<file path="src/rtl/ca_rule_stage.sv">
// Row sequencer and elementary-CA rule evaluator wrapped around an external shift buffer.
// Streams one row in, evaluates each 22-bit window and streams the next generation out.
module ca_rule_stage #(
  parameter int unsigned WordsPerRow = 32
) (
  input  logic        clk_i,
  input  logic        clear_ni,
  input  logic        start_i,
  input  logic [7:0]  rule_i,
  input  logic [19:0] in_word_i,
  input  logic        in_valid_i,
  output logic        in_ready_o,
  output logic        buf_clear_o,
  output logic        buf_shift_o,
  output logic [19:0] buf_din_o,
  input  logic [21:0] buf_window_i,
  output logic [19:0] out_word_o,
  output logic        out_valid_o,
  input  logic        out_ready_i,
  output logic        busy_o,
  output logic        row_done_o
);

  localparam int unsigned CntW = $clog2(WordsPerRow + 1);
  localparam logic [CntW-1:0] LastIdx = CntW'(WordsPerRow - 1);

  typedef enum logic [1:0] {StIdle, StFeed, StFlush, StDrain} state_e;

  state_e          state_q, state_d;
  logic [7:0]      rule_q, rule_d;
  logic [CntW-1:0] in_cnt_q, in_cnt_d;
  logic [CntW-1:0] out_cnt_q, out_cnt_d;
  logic            pend_q, pend_d;
  logic            out_valid_q, out_valid_d;
  logic [19:0]     out_word_q, out_word_d;

  logic        load, shift_ok, feed_shift, flush_shift, out_hs, last_hs;
  logic [19:0] result;

  // State register
  always_ff @(posedge clk_i or negedge clear_ni) begin
    if (!clear_ni) begin
      state_q     <= StIdle;
      rule_q      <= '0;
      in_cnt_q    <= '0;
      out_cnt_q   <= '0;
      pend_q      <= 1'b0;
      out_valid_q <= 1'b0;
      out_word_q  <= '0;
    end else begin
      state_q     <= state_d;
      rule_q      <= rule_d;
      in_cnt_q    <= in_cnt_d;
      out_cnt_q   <= out_cnt_d;
      pend_q      <= pend_d;
      out_valid_q <= out_valid_d;
      out_word_q  <= out_word_d;
    end
  end

  // Rule lookup: each cell indexes the rule with its {left, centre, right} neighbourhood
  always_comb begin
    result = '0;
    for (int i = 0; i < 20; i++) begin
      result[i] = rule_q[buf_window_i[i+2 -: 3]];
    end
  end

  // Handshake and shift qualification
  always_comb begin
    load        = pend_q && (!out_valid_q || out_ready_i);
    shift_ok    = !pend_q || load;
    feed_shift  = (state_q == StFeed) && shift_ok && in_valid_i;
    flush_shift = (state_q == StFlush) && shift_ok;
    out_hs      = out_valid_q && out_ready_i;
    last_hs     = (state_q == StDrain) && !pend_q && out_hs && (out_cnt_q == LastIdx);
  end

  // Next-state logic
  always_comb begin
    state_d     = state_q;
    rule_d      = rule_q;
    in_cnt_d    = in_cnt_q;
    out_cnt_d   = out_cnt_q;
    pend_d      = pend_q;
    out_valid_d = out_valid_q;
    out_word_d  = out_word_q;

    unique case (state_q)
      StIdle: begin
        if (start_i) begin
          rule_d    = rule_i;
          in_cnt_d  = '0;
          out_cnt_d = '0;
          state_d   = StFeed;
        end
      end
      StFeed: begin
        if (feed_shift) begin
          in_cnt_d = in_cnt_q + CntW'(1);
          if (in_cnt_q == LastIdx) state_d = StFlush;
        end
      end
      StFlush: begin
        if (flush_shift) state_d = StDrain;
      end
      StDrain: begin
        if (last_hs) state_d = StIdle;
      end
      default: state_d = StIdle;
    endcase

    if (out_hs) out_cnt_d = out_cnt_q + CntW'(1);

    if (load) begin
      out_word_d  = result;
      out_valid_d = 1'b1;
      pend_d      = 1'b0;
    end else if (out_ready_i) begin
      out_valid_d = 1'b0;
    end

    // The first shift of a row only primes the buffer; every later one completes a window
    if (flush_shift || (feed_shift && in_cnt_q != '0)) pend_d = 1'b1;
  end

  // Outputs
  always_comb begin
    in_ready_o  = (state_q == StFeed) && shift_ok;
    buf_clear_o = (state_q == StIdle);
    buf_shift_o = feed_shift || flush_shift;
    buf_din_o   = (state_q == StFeed) ? in_word_i : 20'h0;
    out_word_o  = out_word_q;
    out_valid_o = out_valid_q;
    busy_o      = (state_q != StIdle);
    row_done_o  = last_hs;
  end

endmodule

</file>
<file path="config.mk">
export PLATFORM = sky130hd
export DESIGN_NAME = ca_rule_stage
export DESIGN_NICKNAME = d
export VERILOG_FILES = /design/src/rtl/ca_rule_stage.sv
export SDC_FILE = /design/constraint.sdc
export NUM_CORES = 1
export LEC_CHECK = 0
export BUFFER_PORTS_ARGS = -buffer_cell sky130_fd_sc_hd__buf_2
export CORE_MARGIN = 2
export CORE_UTILIZATION = 56
export DETAILED_ROUTE_END_ITERATION = 16
export GPL_ROUTABILITY_DRIVEN = 0
export GPL_TIMING_DRIVEN = 0
export PLACE_DENSITY_LB_ADDON = 0.25
export SYNTH_ARGS = -nofsm -noshare
export SYNTH_HDL_FRONTEND = slang
export SYNTH_SLANG_ARGS = --single-unit
</file>
<file path="constraint.sdc">
create_clock -name clk_i -period 3.8 [get_ports clk_i]
set_input_delay 0.38 -clock clk_i [delete_from_list [all_inputs] [get_ports clk_i]]
set_output_delay 0.38 -clock clk_i [all_outputs]
set_load 0.005 [all_outputs]
</file>
; After elaboration in Yosys (flattened, before gate mapping)
; Cells that the tools add are included.
; W data, S select, Z words.
[word_totals]
regBits = 44
in_bits = 55
out_inout_bits = 46
word_cells = 122
[classes]
addsub = 2
n_lt_le_gt_ge = 20
n_eq_ne = 10
muxes = 56
reduce_logical = 27
[ops]
columns = cell, n
row1 = $lt A3 B4 Y1 const B, 20
row2 = $bmux W1 S3, 20
row3 = $mux W1, 24
row4 = $mux W6, 4
row5 = $mux W20, 1
row6 = $add A6 B1 Y6 const B, 2
row7 = $eq A6 B5 Y1 const B, 2
row8 = $pmux W6 S2, 1
row9 = $reduce_bool A2 Y1, 6
row10 = $mux W2, 5
row11 = $ne A2 B2 Y1 const B, 5
row12 = $logic_and A1 B1 Y1, 9
row13 = $pmux W2 S4, 1
row14 = $reduce_bool A6 Y1, 1
row15 = $reduce_and A5 Y1, 1
row16 = $eq A2 B2 Y1 const B, 2
row17 = $logic_or A1 B1 Y1, 4
row18 = $reduce_and A2 Y1, 2
row19 = $reduce_and A3 Y1, 1
row20 = $eq A2 B1 Y1 const B, 1
row21 = $logic_not A1 Y1, 2
row22 = $logic_not A2 Y1, 1

; Depth between registers and ports, before layout
[depth]
depth_word = 9
depth_mapped = 7
depth_no_buf = 6

; Worst setup path before layout
; OpenSTA, ideal clock, no wires.
[synth_timing]
path_kind = flip-flop to output port
start = register state_q[1]
end = output buf_shift_o
arrival_ps = 1303
t_required_ps = 3420
setup_slack_ps = 2117
stages_incl_launch_ff = 7
path_cell_list = dfrtp_1 inv_1 ha_1 clkbuf_1 clkbuf_1 a21oi_1 nor2_1
[synth_between]
elab_chain_cells = 4
[synth_lines]
columns = item, line_no
row1 = start: declaration, 29  ; state_e state_q, state_d;
row2 = start signal: assignment, 43  ; state_q <= StIdle;
row3 = start signal: assignment, 51  ; state_q <= state_d;
row4 = $eq A2 B1 Y1, 73  ; feed_shift = (state_q == StFeed) && shift_ok && in_valid_i;
row5 = $logic_and A1 B1 Y1 (2 in series), 73
row6 = $logic_or A1 B1 Y1 *, 131  ; buf_shift_o = feed_shift || flush_shift;
row7 = end: declaration, 14  ; output logic buf_shift_o,
; Every way passes the cells marked *; elsewhere a longest branch is shown, timed or not.

; Worst setup path in the final report
; Same ends and word-level chain as after synthesis.

==> metrics.md <==
| Metric | Value |
|---|---|
| Hold Slack | 0.219 ns |
| Pwr Density | 722 mW/mm² |
| Total power | 2.87 mW |
| Dominant synthesized flop cell | dfrtp_1 |
| Remaining Overflow, GRT | 0 |
| # port buffers | 82 |
| # IOs | 101 |
| Slowest CP cell | dfrtp_1 |
| Netlist Area Pre-Place | 0.00335 mm² |
| First-pass GRT wire length | 11800 µm |
| Antenna violations before repair | 0 |
| Distinct cells, synth | 37 |
| Largest net degree at the start of global routing | 45 |
| Maximum root-to-sink buffer count | 2 |
| Vias per cell | 5.89 |
| CP endpoint kind | output port |
| Post-DRT Antenna Nets | 0 |
| Max-cap viol count | 0 |
| Vias in the first global route | 2657 |
| Critical path data arrival time | 1.93 ns |
| Hold bufs inserted after CTS | 0 |
| Die height | 81.3 µm |
| Post-synth top cells | 44 x dfrtp_1, 41 x clkbuf_1, 40 x mux4_2, 32 x o21ai_0, 30 x nand2_1 |
| Total track usage | 23.1% |
| Reg area | 0.00110 mm² |
| Area delta synth->final | 18.7% |
| Post-synth net total | 366 |
| # DRC | 0 |
| Clock-pin slew on the worst setup and hold paths | 0.09 ns |
| Post-CTS Resized | 0 |
| Hold Crit Class | in -> async |
| Core area | 0.00585 mm² |
| Footprint of the multi-input gates | 0.00206 mm² |
| Slew HR | 35.4% |
| Seq/Total Area, Yosys | 32.9% |
| Post-synth EDFFs | 0 |
| Most used cell, CP | clkbuf_1 |
| Ranking of synthesized cells by area | dfrtp_1 33%, mux4_2 27%, mux2i_1 6.9%, o21ai_0 4.8%, clkbuf_1 4.6% |
| Bufs and invs on worst path | 4 |
| Worst path depth | 7 |
| Yosys top cell by area | dfrtp_1 |
| Period utilisation layout | 60.9% |
| Actual slew at the worst max-slew pin | 0.969 ns |
| Final wirelength | 7240 µm |
| Fin Clk Skew | 0.00825 ns |
| Htree depth | 2 |
| Async S/R FF share, synth | 100% |
| Die area | 0.00661 mm² |
| TritonCTS clock tree | yes |
| Reg2Reg Depth | 4 |
| Seq cells post-synth | 44 |
| Starting Density | 57.2% |
| Clock Sinks | 44 |
| Fill count | 434 |
| Status | completed |
| Worst-skew pair later-pin latency | 0.31 ns |
| # nets final | 455 |
| Die Span X | 81.3 µm |
| HPWL Detailed | 5400 µm |
| Avg Cell Area, Syn | 11.0 µm² |
| Setup TNS | 0 ns |
| Number of hold violations in the final report | 0 |
| Num CTS Buffers | 5 |
| Most frequent cell after synthesis | dfrtp_1 |
| Buffers inserted during post-CTS setup optimization | 0 |
| Critical-path cell list | inv_1 -> ha_1 -> clkbuf_1 -> clkbuf_1 -> a21oi_1 -> nor2_1 -> buf_2 |
| Drt pass-1 iters | 5 |
| Clock root cell | clkbuf_8 |
| DRT iter0 DRCs | 179 |
| Antenna diodes | 0 |
| Crit path max-delay family | buffers and inverters |
| Nature of the critical path startpoint | flop |
| Endpoints failing setup | 0 |
| Slowest stage delay, CP | 0.42 ns |
| Cells after synthesis | 304 |
| Worst vdd ir | 554 µV |
| Syn. warnings | 0 |
| Max-slew violation count | 0 |
| Layout cells sized above 1 | 36.8% |
| Leakage power | 1.79 nW |
| Critical path class | reg -> out |
| WL/cell | 15.4 µm |
| Vias | 2762 |
| Min cycle time layout | 2.31 ns |
| Fmax achieved | 432 MHz |
| Critical Path Fanout Max | 10 |
| Rows | 28 |
| Yosys top cell area share | 32.9% |
| RSZ-0062 raised after global routing | false |
| Critical path required time | 3.42 ns |
through the flow:
stage | worst slack (ns) | cells | util, % | area, µm²
2_1_floorplan | 2.12 | 304 | - | 3350
3_3_place_gp | 1.85 | 461 | 65.8 | 3850
3_5_place_dp | 1.80 | 461 | 65.8 | 3850
4_1_cts | 1.45 | 469 | 67.9 | 3970
5_1_grt | 1.32 | 469 | 67.9 | 3970
6_report | 1.49 | 469 | 67.9 | 3970
cells by family after synthesis:
logic type | after synthesis | synth area share [%]
compound gates | 47 | 8.86
buf+inv | 49 | 5.72
fa+ha+maj | 7 | 2.62
xor+xnor | 1 | 0.262
simple gates | 84 | 12.7
mux | 72 | 36.9
flops | 44 | 32.9
power breakdown:
group	internal [mW]	switching, mW
Clock	0.215	0.167
Combinational	0.847	0.806
Sequential	0.681	0.151
worst paths after layout:
| path | from | endpoint | slack, ns |
|---|---|---|---|
| min in group clk_i | rule_i[6] | rule_q[6]$_DFFE_PN0P_ | 0.31 |
| worst max-delay path | state_q[1]$_DFFE_PN0P_ | buf_shift_o | 1.49 |
| max in group asynchronous | clear_ni | in_cnt_q[4]$_DFFE_PN0P_ | 2.97 |
| worst max register to register | out_valid_o$_DFFE_PN0P_ | state_q[1]$_DFFE_PN0P_ | 1.92 |
| worst min-delay path | clear_ni | out_word_o[18]$_DFFE_PN0P_ | 0.22 |
| worst min register to register | out_word_o[4]$_DFFE_PN0P_ | out_word_o[4]$_DFFE_PN0P_ | 0.48 |
cell type report:
class	instances	area share, %
multi-input combinational	211	51.7
sequential	44	27.7
timing repair buffer	82	10.3
buffer	42	4.16
tap	75	2.36
clock buffer	6	2.08
clock inverter	2	0.976
inverter	7	0.661
placed cells by master (no fill, tap or decap), drive strengths merged, types with 2 or more instances in the layout:
| cell | count |
|---|---|
| nand2 | 30 |
| nand2b | 2 |
| ha | 7 |
| buf | 83 |
| mux4 | 40 |
| nand4 | 2 |
| o41ai | 3 |
| a21oi | 4 |
| mux2i | 23 |
| nor2 | 11 |
| a31oi | 2 |
| mux2 | 9 |
| clkbuf | 47 |
| and2 | 21 |
| nand3 | 8 |
| inv | 7 |
| nand3b | 2 |
| dfrtp | 44 |
| o21ai | 32 |
| nor3 | 2 |
registers in the layout, indices dropped and copies added (netlist names):
signal / cells
in_cnt_q: 6
out_cnt_q: 6
out_valid_o: 1
out_word_o: 20
pend_q: 1
rule_q: 8
state_q: 2
layer usage:
metal	wire [µm]	vias to the layer above	track usage, %
met5	0	-	0
met4	89	0	8.47
met3	526	8	4.11
met2	3490	132	38.4
met1	3130	1333	30.4
li1	-	1289	-
(Power assumes the default switching activity.)
